### config.mk
export PLATFORM = sky130hd
export DESIGN_NAME = tick_period_meter
export DESIGN_NICKNAME = d
export VERILOG_FILES = /design/src/rtl/tick_period_meter.sv
export SDC_FILE = /design/constraint.sdc
export NUM_CORES = 1
export LEC_CHECK = 0
export CAP_MARGIN = 10
export CORE_AREA = 2 2 105 81
export CTS_CLUSTER_SIZE = 25
export DETAILED_ROUTE_END_ITERATION = 8
export DIE_AREA = 0 0 107 83
export HOLD_SLACK_MARGIN = 0.15
export PLACE_DENSITY = 0.81
export SLEW_MARGIN = 0
export SYNTH_ARGS = -nofsm -noshare
export SYNTH_HDL_FRONTEND = slang
export SYNTH_SLANG_ARGS = --single-unit
### constraint.sdc
create_clock -name clk -period 6.3 [get_ports clk]
set_input_delay 1.26 -clock clk [delete_from_list [all_inputs] [get_ports clk]]
set_output_delay 1.26 -clock clk [all_outputs]
set_load 0.01 [all_outputs]
### src/rtl/tick_period_meter.sv
// Tick period meter: measures spacing of a clock-enable tick stream and recovers the divider value.
// Optional min/max tracking is enabled by defining TICK_METER_MINMAX_EN.
module tick_period_meter #(
  parameter int WIDTH      = 32,
  parameter int LOCK_COUNT = 2
) (
  input  logic             clk,
  input  logic             rst,
  input  logic             en,
  input  logic             tick_in,
  input  logic [WIDTH-1:0] timeout_value,
  output logic [WIDTH-1:0] period,
  output logic             period_valid,
  input  logic             period_ready,
  output logic             overrun,
  output logic             timeout,
  output logic             locked
`ifdef TICK_METER_MINMAX_EN
  ,
  output logic [WIDTH-1:0] period_min,
  output logic [WIDTH-1:0] period_max,
  input  logic             minmax_clr
`endif
);

  localparam int MW = (LOCK_COUNT < 1) ? 1 : $clog2(LOCK_COUNT + 1);
  localparam logic [MW-1:0]    MATCH_ONE  = MW'(1'b1);
  localparam logic [MW-1:0]    MATCH_LOCK = MW'(LOCK_COUNT);
  localparam logic [WIDTH-1:0] COUNT_ONE  = WIDTH'(1'b1);

  typedef enum logic [1:0] {
    IDLE = 2'd0,
    ARM  = 2'd1,
    MEAS = 2'd2
  } state_t;

  state_t           state_r;
  logic [WIDTH-1:0] count_r;
  logic [WIDTH-1:0] period_r;
  logic             valid_r;
  logic             overrun_r;
  logic             timeout_r;
  logic             locked_r;
  logic [MW-1:0]    match_r;
  logic [MW-1:0]    match_next_s;
  logic             capture_s;

  assign capture_s = en && (state_r == MEAS) && tick_in;

  // Match count after a capture; period_r still holds the previous capture here.
  always_comb begin
    match_next_s = match_r;
    if ((match_r == {MW{1'b0}}) || (count_r != period_r)) begin
      match_next_s = MATCH_ONE;
    end else if (match_r < MATCH_LOCK) begin
      match_next_s = match_r + MATCH_ONE;
    end else begin
      match_next_s = match_r;
    end
  end

  // Measurement FSM with result register, handshake, timeout and lock tracking.
  always_ff @(posedge clk) begin
    if (rst) begin
      state_r   <= IDLE;
      count_r   <= {WIDTH{1'b0}};
      period_r  <= {WIDTH{1'b0}};
      valid_r   <= 1'b0;
      overrun_r <= 1'b0;
      timeout_r <= 1'b0;
      locked_r  <= 1'b0;
      match_r   <= {MW{1'b0}};
    end else begin
      overrun_r <= 1'b0;
      timeout_r <= 1'b0;
      if (valid_r && period_ready) begin
        valid_r <= 1'b0;
      end
      if (!en) begin
        state_r  <= IDLE;
        count_r  <= {WIDTH{1'b0}};
        locked_r <= 1'b0;
        match_r  <= {MW{1'b0}};
      end else begin
        case (state_r)
          IDLE: begin
            state_r <= ARM;
          end
          ARM: begin
            if (tick_in) begin
              state_r <= MEAS;
              count_r <= {WIDTH{1'b0}};
            end
          end
          MEAS: begin
            if (tick_in) begin
              // A tick on the timeout cycle still counts as a valid capture.
              period_r  <= count_r;
              valid_r   <= 1'b1;
              overrun_r <= valid_r && !period_ready;
              count_r   <= {WIDTH{1'b0}};
              match_r   <= match_next_s;
              locked_r  <= (match_next_s >= MATCH_LOCK);
            end else if (count_r == timeout_value) begin
              timeout_r <= 1'b1;
              locked_r  <= 1'b0;
              match_r   <= {MW{1'b0}};
              count_r   <= {WIDTH{1'b0}};
              state_r   <= ARM;
            end else begin
              count_r <= count_r + COUNT_ONE;
            end
          end
          default: begin
            state_r <= IDLE;
            count_r <= {WIDTH{1'b0}};
          end
        endcase
      end
    end
  end

  assign period       = period_r;
  assign period_valid = valid_r;
  assign overrun      = overrun_r;
  assign timeout      = timeout_r;
  assign locked       = locked_r;

`ifdef TICK_METER_MINMAX_EN
  logic [WIDTH-1:0] min_r;
  logic [WIDTH-1:0] max_r;

  // Running extremes of captured periods; a clear coinciding with a capture seeds both.
  always_ff @(posedge clk) begin
    if (rst) begin
      min_r <= {WIDTH{1'b1}};
      max_r <= {WIDTH{1'b0}};
    end else if (minmax_clr) begin
      if (capture_s) begin
        min_r <= count_r;
        max_r <= count_r;
      end else begin
        min_r <= {WIDTH{1'b1}};
        max_r <= {WIDTH{1'b0}};
      end
    end else if (capture_s) begin
      if (count_r < min_r) begin
        min_r <= count_r;
      end
      if (count_r > max_r) begin
        max_r <= count_r;
      end
    end
  end

  assign period_min = min_r;
  assign period_max = max_r;
`endif

endmodule

; Word level (Yosys, flattened, before mapping)
; Cells that the tools add are included.
[word_totals]
regBits = 72
inputBits = 37
out_inout_bits = 36
wordCells = 56
[op_classes]
n_addsub = 2
n_lt_le_gt_ge = 2
eq_ne = 7
mux = 19
bitwise = 4
n_reduce_logical = 14
[op_table]
columns = op, n
row1 = $mux 32, 3
row2 = $pmux 32 s3, 1
row3 = $add 32x1->32 const B, 1
row4 = $eq 32x32->1, 1
row5 = $ne 32x32->1, 1
row6 = $mux 2, 7
row7 = $reduce_or 4->1, 2
row8 = $mux 1, 7
row9 = $pmux 2 s3, 1
row10 = $reduce_and 3->1, 2
row11 = $logic_not 2->1, 2
row12 = $ne 2x2->1 const B, 2
row13 = $not 1->1, 4
row14 = $reduce_and 2->1, 2
row15 = $add 2x1->2 const B, 1
row16 = $eq 2x1->1 const B, 1
row17 = $eq 2x2->1 const B, 1
row18 = $ge 2x2->1 const B, 1
row19 = $logic_and 1x1->1, 2
row20 = $lt 2x2->1 const B, 1
row21 = $ne 2x1->1 const B, 1
row22 = $reduce_bool 2->1, 1
row23 = $reduce_or 2->1, 1
row24 = $logic_not 1->1, 1
row25 = $logic_or 1x1->1, 1

; Logic depth before layout (Yosys ltp)
; Gate-level depths: netlist of the first run.
[depth]
word_depth = 5
ltp_mapped = 9
ltp_nobuf = 7

; Least setup slack after synthesis of the first run
; No wires, ideal clock.
[synth_path]
path_type = input -> register
start = input port timeout_value[27]
end = register count_r[1]
setup_ps = 128
t_arrival_ps = 2586
required_ps = 6172
setup_slack_ps = 3586
path_stages = 8
path_buffers = 2
path_cell_list = xnor2_1 nand4_1 nor4_2 a211oi_2 buf_4 buf_2 a22oi_1 nor2_1
[synth_via]
elab_chain_cells = 4
[synth_lines]
columns = item, line
row1 = "start, declared", 11  ; input logic [WIDTH-1:0] timeout_value,
row2 = $eq 32x32->1, 104  ; end else if (count_r == timeout_value) begin
row3 = $mux 32, 104
row4 = $mux 32, 96  ; if (tick_in) begin
row5 = $pmux 32 s3, 85  ; case (state_r)
row6 = "end signal, assigned", 92  ; count_r <= {WIDTH{1'b0}};
row7 = "end signal, assigned", 101  ; count_r <= {WIDTH{1'b0}};
row8 = "end signal, assigned", 108  ; count_r <= {WIDTH{1'b0}};
row9 = "end, declared", 38  ; logic [WIDTH-1:0] count_r;
; No other way between the ends.
; A chain may end at the register's enable or synchronous reset.

; Worst setup path in the final report of the first run
[layout_path]
start = input port timeout_value[0]
end = register count_r[22]
; Same word-level chain as after synthesis.

==> results of run 1 <==
==> flip-flops by register name, indices dropped and copies added (netlist names) <==
register	count
count_r	32
period	32
match_r	2
state_r	2
locked	1
overrun	1
period_valid	1
timeout	1
==> power by group through the flow <==
stage                     Sequential, W  Combinational, W  Clock, W
after global placement         0.000467         0.0000578         0
after floorplan                0.000467         0.0000279         0
after detailed placement       0.000467         0.0000590         0
after CTS                      0.000456         0.0000592  0.000388
final                          0.000456         0.0000601  0.000384
after global routing           0.000456         0.0000639  0.000408
==> synthesized netlist by cell type (all sizes together) (4+ instances only) <==
cell / count
nand2: 113
dfxtp: 72
xnor2: 63
a21oi: 48
buf: 40
nand3: 39
nand4: 22
nor2: 19
clkbuf: 18
a31oi: 15
nor3: 9
nor4: 7
nand2b: 6
or3b: 6
and4: 5
o21ai: 5
nor2b: 4
or3: 4
==> critical path, cell delays in order <==
cell and delay [ps]:
clkdlybuf4s50_1 420, xnor2_1 240, nand4_1 170, nor4_2 500, a211oi_4 100, buf_4 310, and2_4 220, o221a_2 260
==> kinds of logic (layout without fill, tap and decap cells) <==
group | Yosys count | count (layout)
DFF | 72 | 72
and+or+nand+nor | 249 | 249
xor gates and xnor gates | 64 | 64
muxes | 1 | 1
buffers and inverters | 61 | 97
adders and majority gates | 2 | 2
AOI/OAI and AO/OA | 87 | 87
==> final cells by class <==
type	count	area (µm²)	share of cell area
Inverter	3	11.3	0.00227
Timing Repair Buffer	78	766	0.154
Clock buffer	10	138	0.0278
Tap cell	105	131	0.0265
Clock inverter	6	67.6	0.0136
Multi-Input combinational cell	403	2400	0.485
Sequential cell	72	1440	0.291
==> metrics by stage <==
stage	instances	area [µm²]
6_report	677	4960
3_3_place_gp	660	4750
3_5_place_dp	660	4750
4_1_cts	676	4950
2_1_floorplan	536	4230
5_1_grt	677	4960
==> per-layer routing <==
| layer | up-vias | wire length [µm] | part of all wire | global-route usage |
|---|---|---|---|---|
| li1 | 1897 | - | - | - |
| met3 | 37 | 1210 | 0.10 | 0.0612 |
| met2 | 220 | 5340 | 0.45 | 0.427 |
| met5 | - | 0 | 0 | 0 |
| met1 | 1902 | 4940 | 0.42 | 0.361 |
| met4 | 0 | 314 | 0.027 | 0.0968 |
==> worst min path at each step <==
stage,start,to,slack (ps),cells after the start
6_report,period[23]$_SDFFE_PP0P_,period[23]$_SDFFE_PP0P_,490,2
3_3_place_gp,period_valid$_SDFF_PP0_,overrun$_SDFF_PP0_,470,2
2_1_floorplan,match_r[1]$_SDFFE_PP0P_,match_r[1]$_SDFFE_PP0P_,460,1
5_1_grt,period[28]$_SDFFE_PP0P_,period[28]$_SDFFE_PP0P_,510,2
3_5_place_dp,period[23]$_SDFFE_PP0P_,period[23]$_SDFFE_PP0P_,480,2
4_1_cts,period[23]$_SDFFE_PP0P_,period[23]$_SDFFE_PP0P_,490,2
==> key figures, run 1 <==
Synthesis
  – Largest area contributor in the netlist: dfxtp_1
  – XOR/XNOR share of the synthesized area: 0.133
  – Largest family of logic cells by synthesized area: simple AND/OR/NAND/NOR gates
  – Count of different cell masters after synthesis: 52
  – Synth Area in Compound Gates: 0.123
  – Post-Synth Adder-Cell Area: 0.00592
  – Sequential-to-total area share from yosys stat: 0.341
  – Syn_nets: between 500 and 600
  – Area of the mapped netlist: 4230 µm²
  – Syn Area/Cell: 7.89 µm²
  – Post-Synth Simple-Gate Area: 0.302
  – Fraction of registers with async set or reset after synthesis: 0
  – Post-synth EDFFs: 0
  – Main synth FF type: dfxtp_1
  – Post-synthesis mux area share: 0.00237
  – Synthesized netlist cell count: 536
  – Post-synthesis register bit count: 72
  – Top cells by area, synth: dfxtp_1 34%, xnor2_1 13%, nand2_1 9.9%, a21oi_1 5.7%, nand3_1 4.3%
  – Yosys top cell area share: 0.341
  – Syn. warnings: 0

CTS
  – Clock tree buffer depth: 2
  – Clock root buffer: clkbuf_8
  – Skew-Pair Late Insertion Delay: 360 ps
  – Number of setup buffers added after CTS: 0
  – Clock sinks: 72
  – TritonCTS clock tree: yes
  – Hold_buf cts: 0
  – CTS H-Tree Depth: 3
  – Post-cts sizing count: 0
  – Cts bufs inserted: 9
  – Reg clk slew, reported paths: ~80 ps

Floorplanning
  – Die area: 8880 µm²
  – Core ar.: 7810 µm²
  – Site Rows: 28
  – Die H: just over 80 µm
  – I/O pins: 73
  – Starting Density: 0.541
  – DIE WIDTH: 107 µm

Pwr
  – PD cells: 181 nW/µm²
  – Switching share of power: 0.242
  – Worst VDD drop: 0.125 mV
  – Sw Pwr: 0.000218 W
  – Leak: 1.43 nW
  – Combinational power share: 0.067
  – Tot Pwr: 0.000900 W
  – Seq pwr share: 0.507
  – P_int: 0.000682 W
  – Clock network power share: 0.426

Global route
  – Antenna violations before repair: 0
  – GRT Overall Usage: 0.270
  – Largest net degree at the start of global routing: between 50 and 60
  – First-pass GRT wire length: ~19000 µm
  – Vias in the first global route: 3691
  – Aggregate global routing overflow: 0

Route
  – Routed vias/inst: 5.99
  – DR WL/cell: 17.4 µm
  – Post-DRT Antenna Nets: 0
  – Initial DRC count: 482
  – Vias post-DR: roughly 4100
  – Final wirelength: 11800 µm
  – DRC errors left: 0
  – TritonRoute pass-1 iters: 8

Setup path
  – Worst EP required: 6550 ps
  – R2r endpoint: count_r[20]$_SDFFE_PP0P_
  – FF-to-FF path depth: 7
  – CP Launch Type: primary input
  – Worst-path fanout max: 53
  – Crit path to: count_r[22]$_SDFFE_PP0P_
  – Crit path capture type: register
  – Flop2flop setup slack: 3770 ps
  – WP data arrival: about 3500 ps
  – WS Path Type: in2reg
  – Reg-to-reg startpoint: count_r[1]$_SDFFE_PP0P_
  – Critical Path Source: timeout_value[0]

Job
  – Max Cap Viol: 0

Timing
  – PnR worst setup slack: 3060 ps
  – RSZ-0062 raised after global routing: no
  – Hold_ws: 487 ps
  – Setup violators final: 0
  – Slew HR: 0.265
  – Setup TNS: 0 ps
  – Max Clock Skew: 11.2 ps
  – Measured slew at the worst slew-check pin: 1100 ps
  – Fin crit period: 3240 ps
  – Final period utilization: 0.515
  – Final Hold Fails: 0
  – Fmax: around 0.31 GHz
  – Slew Limit Fails: 0

Hold path
  – Worst hold path type: reg2reg

Finish
  – Commonest cells after routing, fill and taps aside: 112 x nand2_1, 72 x dfxtp_1, 72 x clkdlybuf4s50_1, 63 x xnor2_1, 47 x a21oi_1
  – # diodes: 0
  – Fraction of layout cells with a size suffix above 1: 0.0752
  – Finished Core Util: 0.635
  – Layout Nets: 606
  – Layout area overhead: 17.3%
  – Commonest non-fill, non-tap cell in the layout: nand2_1
  – Fillers: 642

Place
  – Detailed placement HPWL: approximately 8400 µm
  – RD Place Congestion: around 0.88
  – Pre-CTS WS: 2730 ps
  – IO Port Bufs: 72

Run status
  – Status: finished, final reports clean
Power figures use the tool's default switching activity.
==> inputs of run 2 (changes only) <==
--- a/config.mk
+++ b/config.mk
@@ -6,12 +6,12 @@
 export NUM_CORES = 1
 export LEC_CHECK = 0
 export CAP_MARGIN = 10
-export CORE_AREA = 2 2 105 81
+export CORE_AREA = 2 2 112 87
 export CTS_CLUSTER_SIZE = 25
 export DETAILED_ROUTE_END_ITERATION = 8
-export DIE_AREA = 0 0 107 83
+export DIE_AREA = 0 0 114 89
 export HOLD_SLACK_MARGIN = 0.15
-export PLACE_DENSITY = 0.81
+export PLACE_DENSITY = 0.75
 export SLEW_MARGIN = 0
 export SYNTH_ARGS = -nofsm -noshare
 export SYNTH_HDL_FRONTEND = slang
==> constraint.sdc (replaced) <==
create_clock -name clk -period 2.9 [get_ports clk]
set_input_delay 0.58 -clock clk [delete_from_list [all_inputs] [get_ports clk]]
set_output_delay 0.58 -clock clk [all_outputs]
set_load 0.01 [all_outputs]
==> key figures, run 2 (synthesized netlist as in run 1, its figures left out) <==
Pwr
  – PD cells: 452 nW/µm² (+150%)
  – Combinational power share: 0.055 (-0.012)
  – Leak: 1.67 nW (+17%)
  – Tot Pwr: 0.00242 W (+170%)
  – Worst VDD drop: 0.321 mV (+160%)
  – P_int: 0.00191 W (+180%)
  – Seq pwr share: 0.411 (-0.096)
  – Switching share of power: 0.211 (-0.0317)
  – Sw Pwr: 0.000509 W (+130%)
  – Clock network power share: 0.534 (+0.108)

Setup path
  – Worst path max stage delay: 580 ps (+80 ps)
  – Flop2flop setup slack: 460 ps (-3310 ps)
  – CP Launch Type: primary input
  – Worst path slowest cell: a211oi_4
  – Worst EP required: 3150 ps (-3400 ps)
  – WP data arrival: 2810 ps (-680 ps)
  – Worst-path fanout max: 19 (-64%)
  – Crit path capture type: register
  – WS Path Type: in2reg
  – Cell Chain, Critical Path: clkdlybuf4s50_1 > xnor2_1 > nand4_1 > nor4_2 > buf_4 > a211oi_4 > or3b_2 > a31oi_1

CTS
  – Clock root buffer: clkbuf_16
  – Clock tree buffer depth: 2 (unchanged)
  – CTS H-Tree Depth: 3 (unchanged)
  – Post-cts sizing count: 0 (unchanged)
  – Skew-Pair Late Insertion Delay: 330 ps (-30 ps)
  – Clock sinks: 72 (unchanged)
  – Hold_buf cts: 0 (unchanged)
  – TritonCTS clock tree: yes
  – Number of setup buffers added after CTS: 0 (unchanged)
  – Cts bufs inserted: 9 (unchanged)
  – Reg clk slew, reported paths: 60 ps (-20 ps)

Run status
  – Status: finished, final reports clean

Floorplanning
  – DIE WIDTH: 114 µm (+6.5%)
  – Die area: 10100 µm² (+14%)
  – Core ar.: 8930 µm² (+14%)
  – I/O pins: 73 (unchanged)
  – Starting Density: 0.473 (-0.0679)
  – Site Rows: 30 (+7.1%)
  – Die H: 89 µm (+7.2%)

Finish
  – Finished Core Util: 0.599 (-0.0361)
  – Layout Nets: 638 (+5.3%)
  – Fillers: 759 (+18%)
  – Layout area overhead: 26.5%
  – Non-Filler Instances: 716 (+5.8%)
  – Commonest non-fill, non-tap cell in the layout: nand2_1
  – Fraction of layout cells with a size suffix above 1: 0.123 (+0.0473)
  – Commonest cells after routing, fill and taps aside: 112 x nand2_1, 72 x dfxtp_1, 72 x clkdlybuf4s50_1, 63 x xnor2_1, 47 x a21oi_1
  – # diodes: 0 (unchanged)

Timing
  – PnR worst setup slack: 342 ps (-2710 ps)
  – Max Clock Skew: 7.95 ps (-3.26 ps)
  – Setup TNS: 0 ps (unchanged)
  – Final Hold Fails: 0 (unchanged)
  – Final period utilization: 0.882
  – Fin crit period: 2560 ps
  – Setup violators final: 0 (unchanged)
  – RSZ-0062 raised after global routing: no
  – Slew Limit Fails: 0 (unchanged)
  – Fmax: 0.391 GHz
  – Slew HR: 0.566 (+0.302)
  – Measured slew at the worst slew-check pin: 649 ps (-455 ps)

Global route
  – First-pass GRT wire length: 19500 µm (+4.9%)
  – GRT Overall Usage: 0.248 (-0.0215)
  – Antenna violations before repair: 0 (unchanged)
  – Vias in the first global route: 3948 (+7.0%)
  – Aggregate global routing overflow: 0 (unchanged)
  – Largest net degree at the start of global routing: 36 (-33%)

Route
  – DR WL/cell: 17.3 µm (-0.92%)
  – TritonRoute pass-1 iters: 5 (-3)
  – Vias post-DR: 4200 (+3.6%)
  – Initial DRC count: 381 (-21%)
  – Routed vias/inst: 5.87 (-2.1%)
  – DRC errors left: 0 (unchanged)
  – Final wirelength: 12400 µm (+4.8%)
  – Post-DRT Antenna Nets: 0 (unchanged)

Place
  – Pre-CTS WS: 68.8 ps (-2660 ps)
  – Detailed placement HPWL: 9050 µm (+7.7%)
  – Placed Cells: 700 (+6.1%)
  – RD Place Congestion: 0.907 (+2.6%)
  – IO Port Bufs: 72 (unchanged)

Hold path
  – Worst hold path type: reg2reg

Job
  – Max Cap Viol: 0 (unchanged)
-- run 2: changes by cell type in the layout (fill, tap and decap cells not counted) --
| cell | before | now |
|---|---|---|
| clkbuf_8 | 10 | 0 |
| clkinvlp_4 | 2 | 0 |
| clkinv_4 | 1 | 2 |
| buf_4 | 6 | 38 |
| bufinv_16 | 1 | 3 |
| clkinv_2 | 1 | 0 |
| clkbuf_16 | 0 | 9 |
| clkbuf_1 | 0 | 1 |
-- run 2: power by group through the flow --
stage / clock [W] / sequential (W) / combinational, W
6_report: 0.00129 / 0.000992 / 0.000134
5_1_grt: 0.00134 / 0.000992 / 0.000142
4_1_cts: 0.00129 / 0.000992 / 0.000133
3_5_place_dp: 0 / 0.00101 / 0.000133
3_3_place_gp: 0 / 0.00101 / 0.000131
2_1_floorplan: 0 / 0.00101 / 0.0000607
-- run 2: final timing paths --
path	startpoint	endpoint	cells after the start
hold reg to reg	period_valid$_SDFF_PP0_	overrun$_SDFF_PP0_	2
setup reg to reg	count_r[12]$_SDFFE_PP0P_	count_r[13]$_SDFFE_PP0P_	7
setup / recovery	timeout_value[26]	count_r[13]$_SDFFE_PP0P_	8
hold / removal	period_valid$_SDFF_PP0_	overrun$_SDFF_PP0_	2
-- run 2: area by class of cell --
class                           instances  area, µm²  share of cell area
Clock inverter                          6        116              0.0218
Sequential cell                        72       1440               0.270
Multi-Input combinational cell        403       2400               0.449
Inverter                                3       11.3             0.00211
Timing Repair Buffer                  110       1010               0.188
Clock buffer                           10        229              0.0428
Tap cell                              112        140              0.0262
-- run 2: metal layers --
layer	wire length [µm]	part of all wire	vias to the layer above	track usage
met5	0	0	-	0
met4	509	0.041	0	0.123
met3	1110	0.090	36	0.0414
met2	5560	0.45	204	0.397
met1	5190	0.42	1999	0.330
li1	-	-	1961	-
-- run 2: stage by stage --
stage | instance area [µm²] | hold slack (ps)
final | 5350 | 480
after global routing | 5350 | 510
after CTS | 5350 | 487
after detailed placement | 5000 | 475
after global placement | 5000 | 468
after floorplan | 4230 | 460
-- run 2: critical path, delay by kind of cell --
family                    cells  cell delay (ps)
buffers and inverters         2              610
AOI/OAI and AO/OA             2              770
and+or+nand+nor               3              680
xor gates and xnor gates      1              170
==> inputs of run 3 (changes only) <==
--- a/config.mk
+++ b/config.mk
@@ -10,6 +10,7 @@
 export CTS_CLUSTER_SIZE = 25
 export DETAILED_ROUTE_END_ITERATION = 8
 export DIE_AREA = 0 0 114 89
+export GPL_TIMING_DRIVEN = 0
 export HOLD_SLACK_MARGIN = 0.15
 export PLACE_DENSITY = 0.75
 export SLEW_MARGIN = 0
==> key figures, run 3 (synthesized netlist as in run 1, its figures left out) <==
Place
  – Placed Cells: 718 (+2.6%)
  – IO Port Bufs: 70 (-2.8%)
  – Detailed placement HPWL: 9780 µm (+8.1%)
  – RD Place Congestion: 0.922 (+1.7%)

Global route
  – Vias in the first global route: 3945 (-0.076%)
  – Largest net degree at the start of global routing: 13 (-64%)
  – GRT Overall Usage: 0.271 (+0.0222)
  – First-pass GRT wire length: 20700 µm (+6.2%)
  – Antenna violations before repair: 0 (unchanged)
  – Aggregate global routing overflow: 0 (unchanged)

Route
  – DRC errors left: 0 (unchanged)
  – Final wirelength: 13200 µm (+7.0%)
  – Post-DRT Antenna Nets: 0 (unchanged)
  – Initial DRC count: 401 (+5.2%)
  – Vias post-DR: 4231 (+0.74%)
  – DR WL/cell: 18.0 µm (+4.5%)
  – Routed vias/inst: 5.77 (-1.6%)
  – TritonRoute pass-1 iters: 5 (unchanged)

Floorplanning
  – DIE WIDTH: 114 µm (unchanged)
  – Core ar.: 8930 µm² (unchanged)
  – Die H: 89 µm (unchanged)
  – Starting Density: 0.473 (unchanged)
  – Die area: 10100 µm² (unchanged)
  – Site Rows: 30 (unchanged)
  – I/O pins: 73 (unchanged)

Pwr
  – PD cells: 433 nW/µm² (-4.2%)
  – Sw Pwr: 0.000505 W (-0.77%)
  – Clock network power share: 0.517 (-0.017)
  – Tot Pwr: 0.00234 W (-3.3%)
  – Leak: 1.71 nW (+2.3%)
  – Combinational power share: 0.059 (+0.004)
  – Seq pwr share: 0.425 (+0.014)
  – Worst VDD drop: 0.225 mV (-30%)
  – P_int: 0.00183 W (-4.0%)
  – Switching share of power: 0.216 (+0.00557)

Finish
  – Area of the multi-input gates: 2400 µm² (-0.10%)
  – Fillers: 808 (+6.5%)
  – # diodes: 0 (unchanged)
  – Finished Core Util: 0.604 (+0.00560)
  – Layout area overhead: 27.7%
  – Non-Filler Instances: 733 (+2.4%)
  – Layout Nets: 656 (+2.8%)
  – Fraction of layout cells with a size suffix above 1: 0.121 (-0.00174)
  – Sequential cell area: 1440 µm² (unchanged)
  – Commonest cells after routing, fill and taps aside: 112 x nand2_1, 72 x dfxtp_1, 70 x clkdlybuf4s50_1, 63 x xnor2_1, 48 x a21oi_1
  – Commonest non-fill, non-tap cell in the layout: nand2_1

CTS
  – Clock sinks: 72 (unchanged)
  – Clock tree buffer depth: 2 (unchanged)
  – Skew-Pair Late Insertion Delay: 340 ps (about the same)
  – TritonCTS clock tree: yes
  – Clock root buffer: clkbuf_16
  – Reg clk slew, reported paths: 60 ps (about the same)
  – Number of setup buffers added after CTS: 0 (unchanged)
  – CTS H-Tree Depth: 3 (unchanged)
  – Cts bufs inserted: 9 (unchanged)

Setup path
  – Critical Path Source: timeout_value[30]
  – Crit path to: count_r[1]$_SDFFE_PP0P_
  – CP Launch Type: primary input
  – Flop2flop setup slack: 390 ps (-70 ps)
  – Worst EP required: 3110 ps (-40 ps)
  – WP data arrival: 2850 ps (+40 ps)
  – WS Path Type: in2reg
  – R2r endpoint: count_r[20]$_SDFFE_PP0P_
  – Worst-path fanout max: 10 (-9)
  – Reg-to-reg startpoint: count_r[1]$_SDFFE_PP0P_
  – FF-to-FF path depth: 8 (+1)
  – Crit path capture type: register

Timing
  – Setup violators final: 0 (unchanged)
  – RSZ-0062 raised after global routing: no
  – Measured slew at the worst slew-check pin: 683 ps (+34.8 ps)
  – Fin crit period: 2650 ps (+88.3 ps)
  – Fmax: 0.378 GHz (-3.3%)
  – Slew Limit Fails: 0 (unchanged)
  – Final period utilization: 0.912 (+0.0305)
  – Hold_ws: 468 ps (-11.9 ps)
  – Max Clock Skew: 10.4 ps (+2.46 ps)
  – Slew HR: 0.544 (-0.0218)
  – Final Hold Fails: 0 (unchanged)

Job
  – Max Cap Viol: 0 (unchanged)

Hold path
  – Worst hold path type: in2reg

Run status
  – Status: finished, final reports clean
==> run 3: changes by cell type in the layout (fill, tap and decap cells not counted), sizes merged <==
cell / change
clkbuf: +18
buf: +2
clkdlybuf4s50: -2
bufinv: -1
clkinvlp: +1
inv: -1
==> run 3: worst min-delay path by stage <==
stage | start | to | slack (ps) | cells past startpoint
2_1_floorplan | match_r[1]$_SDFFE_PP0P_ | match_r[1]$_SDFFE_PP0P_ | 460 | 1
6_report | tick_in | timeout$_SDFF_PP0_ | 470 | 2
5_1_grt | tick_in | timeout$_SDFF_PP0_ | 480 | 2
3_5_place_dp | period_valid$_SDFF_PP0_ | overrun$_SDFF_PP0_ | 470 | 2
3_3_place_gp | period_valid$_SDFF_PP0_ | overrun$_SDFF_PP0_ | 460 | 2
4_1_cts | tick_in | timeout$_SDFF_PP0_ | 470 | 2
==> run 3: layout make-up <==
| class | instances | area share |
|---|---|---|
| Timing Repair Buffer | 70 | 0.130 |
| Multi-Input combinational cell | 403 | 0.445 |
| Inverter | 3 | 0.00209 |
| Buffer | 58 | 0.0709 |
| Clock inverter | 5 | 0.0151 |
| Sequential cell | 72 | 0.267 |
| Tap cell | 112 | 0.0260 |
| Clock buffer | 10 | 0.0443 |
==> run 3: worst max-delay path, cell delays in order <==
cell	delay, ps
clkdlybuf4s50_1	420
xnor2_1	250
nand4_1	180
nor4_4	460
a211oi_2	240
buf_4	230
buf_2	210
a22oi_1	220
nor2_1	60
==> run 3: repair_timing <==
item                                    in CTS  in global routing
hold buffers                                 0                  0
endpoints found under the hold margin        0                  0
resized for setup                            0                  1
endpoints found under the setup margin       0                  1
==> run 3: power by group through the flow <==
stage	Sequential (W)	Clock, W	Combinational (W)
4_1_cts	0.000992	0.00121	0.000135
3_3_place_gp	0.00101	0	0.000132
2_1_floorplan	0.00101	0	0.0000607
5_1_grt	0.000992	0.00125	0.000145
6_report	0.000992	0.00121	0.000137
3_5_place_dp	0.00101	0	0.000135
==> run 3: through the flow <==
step                worst slack (ps)  cell area (µm²)  setup TNS, ps
detailed placement              -203             5070          -3390
global placement                -157             5070          -2200
floorplan                        787             4230              0
finish                           254             5400              0
global route                     135             5400              0
CTS                              158             5390              0
==> run 3: per-layer routing <==
| metal | wire [µm] | vias to the layer above | track usage |
|---|---|---|---|
| met1 | 5860 | 2018 | 0.365 |
| met5 | 0 | - | 0 |
| met4 | 380 | 0 | 0.116 |
| met2 | 6030 | 188 | 0.425 |
| li1 | - | 1997 | - |
| met3 | 960 | 28 | 0.0563 |
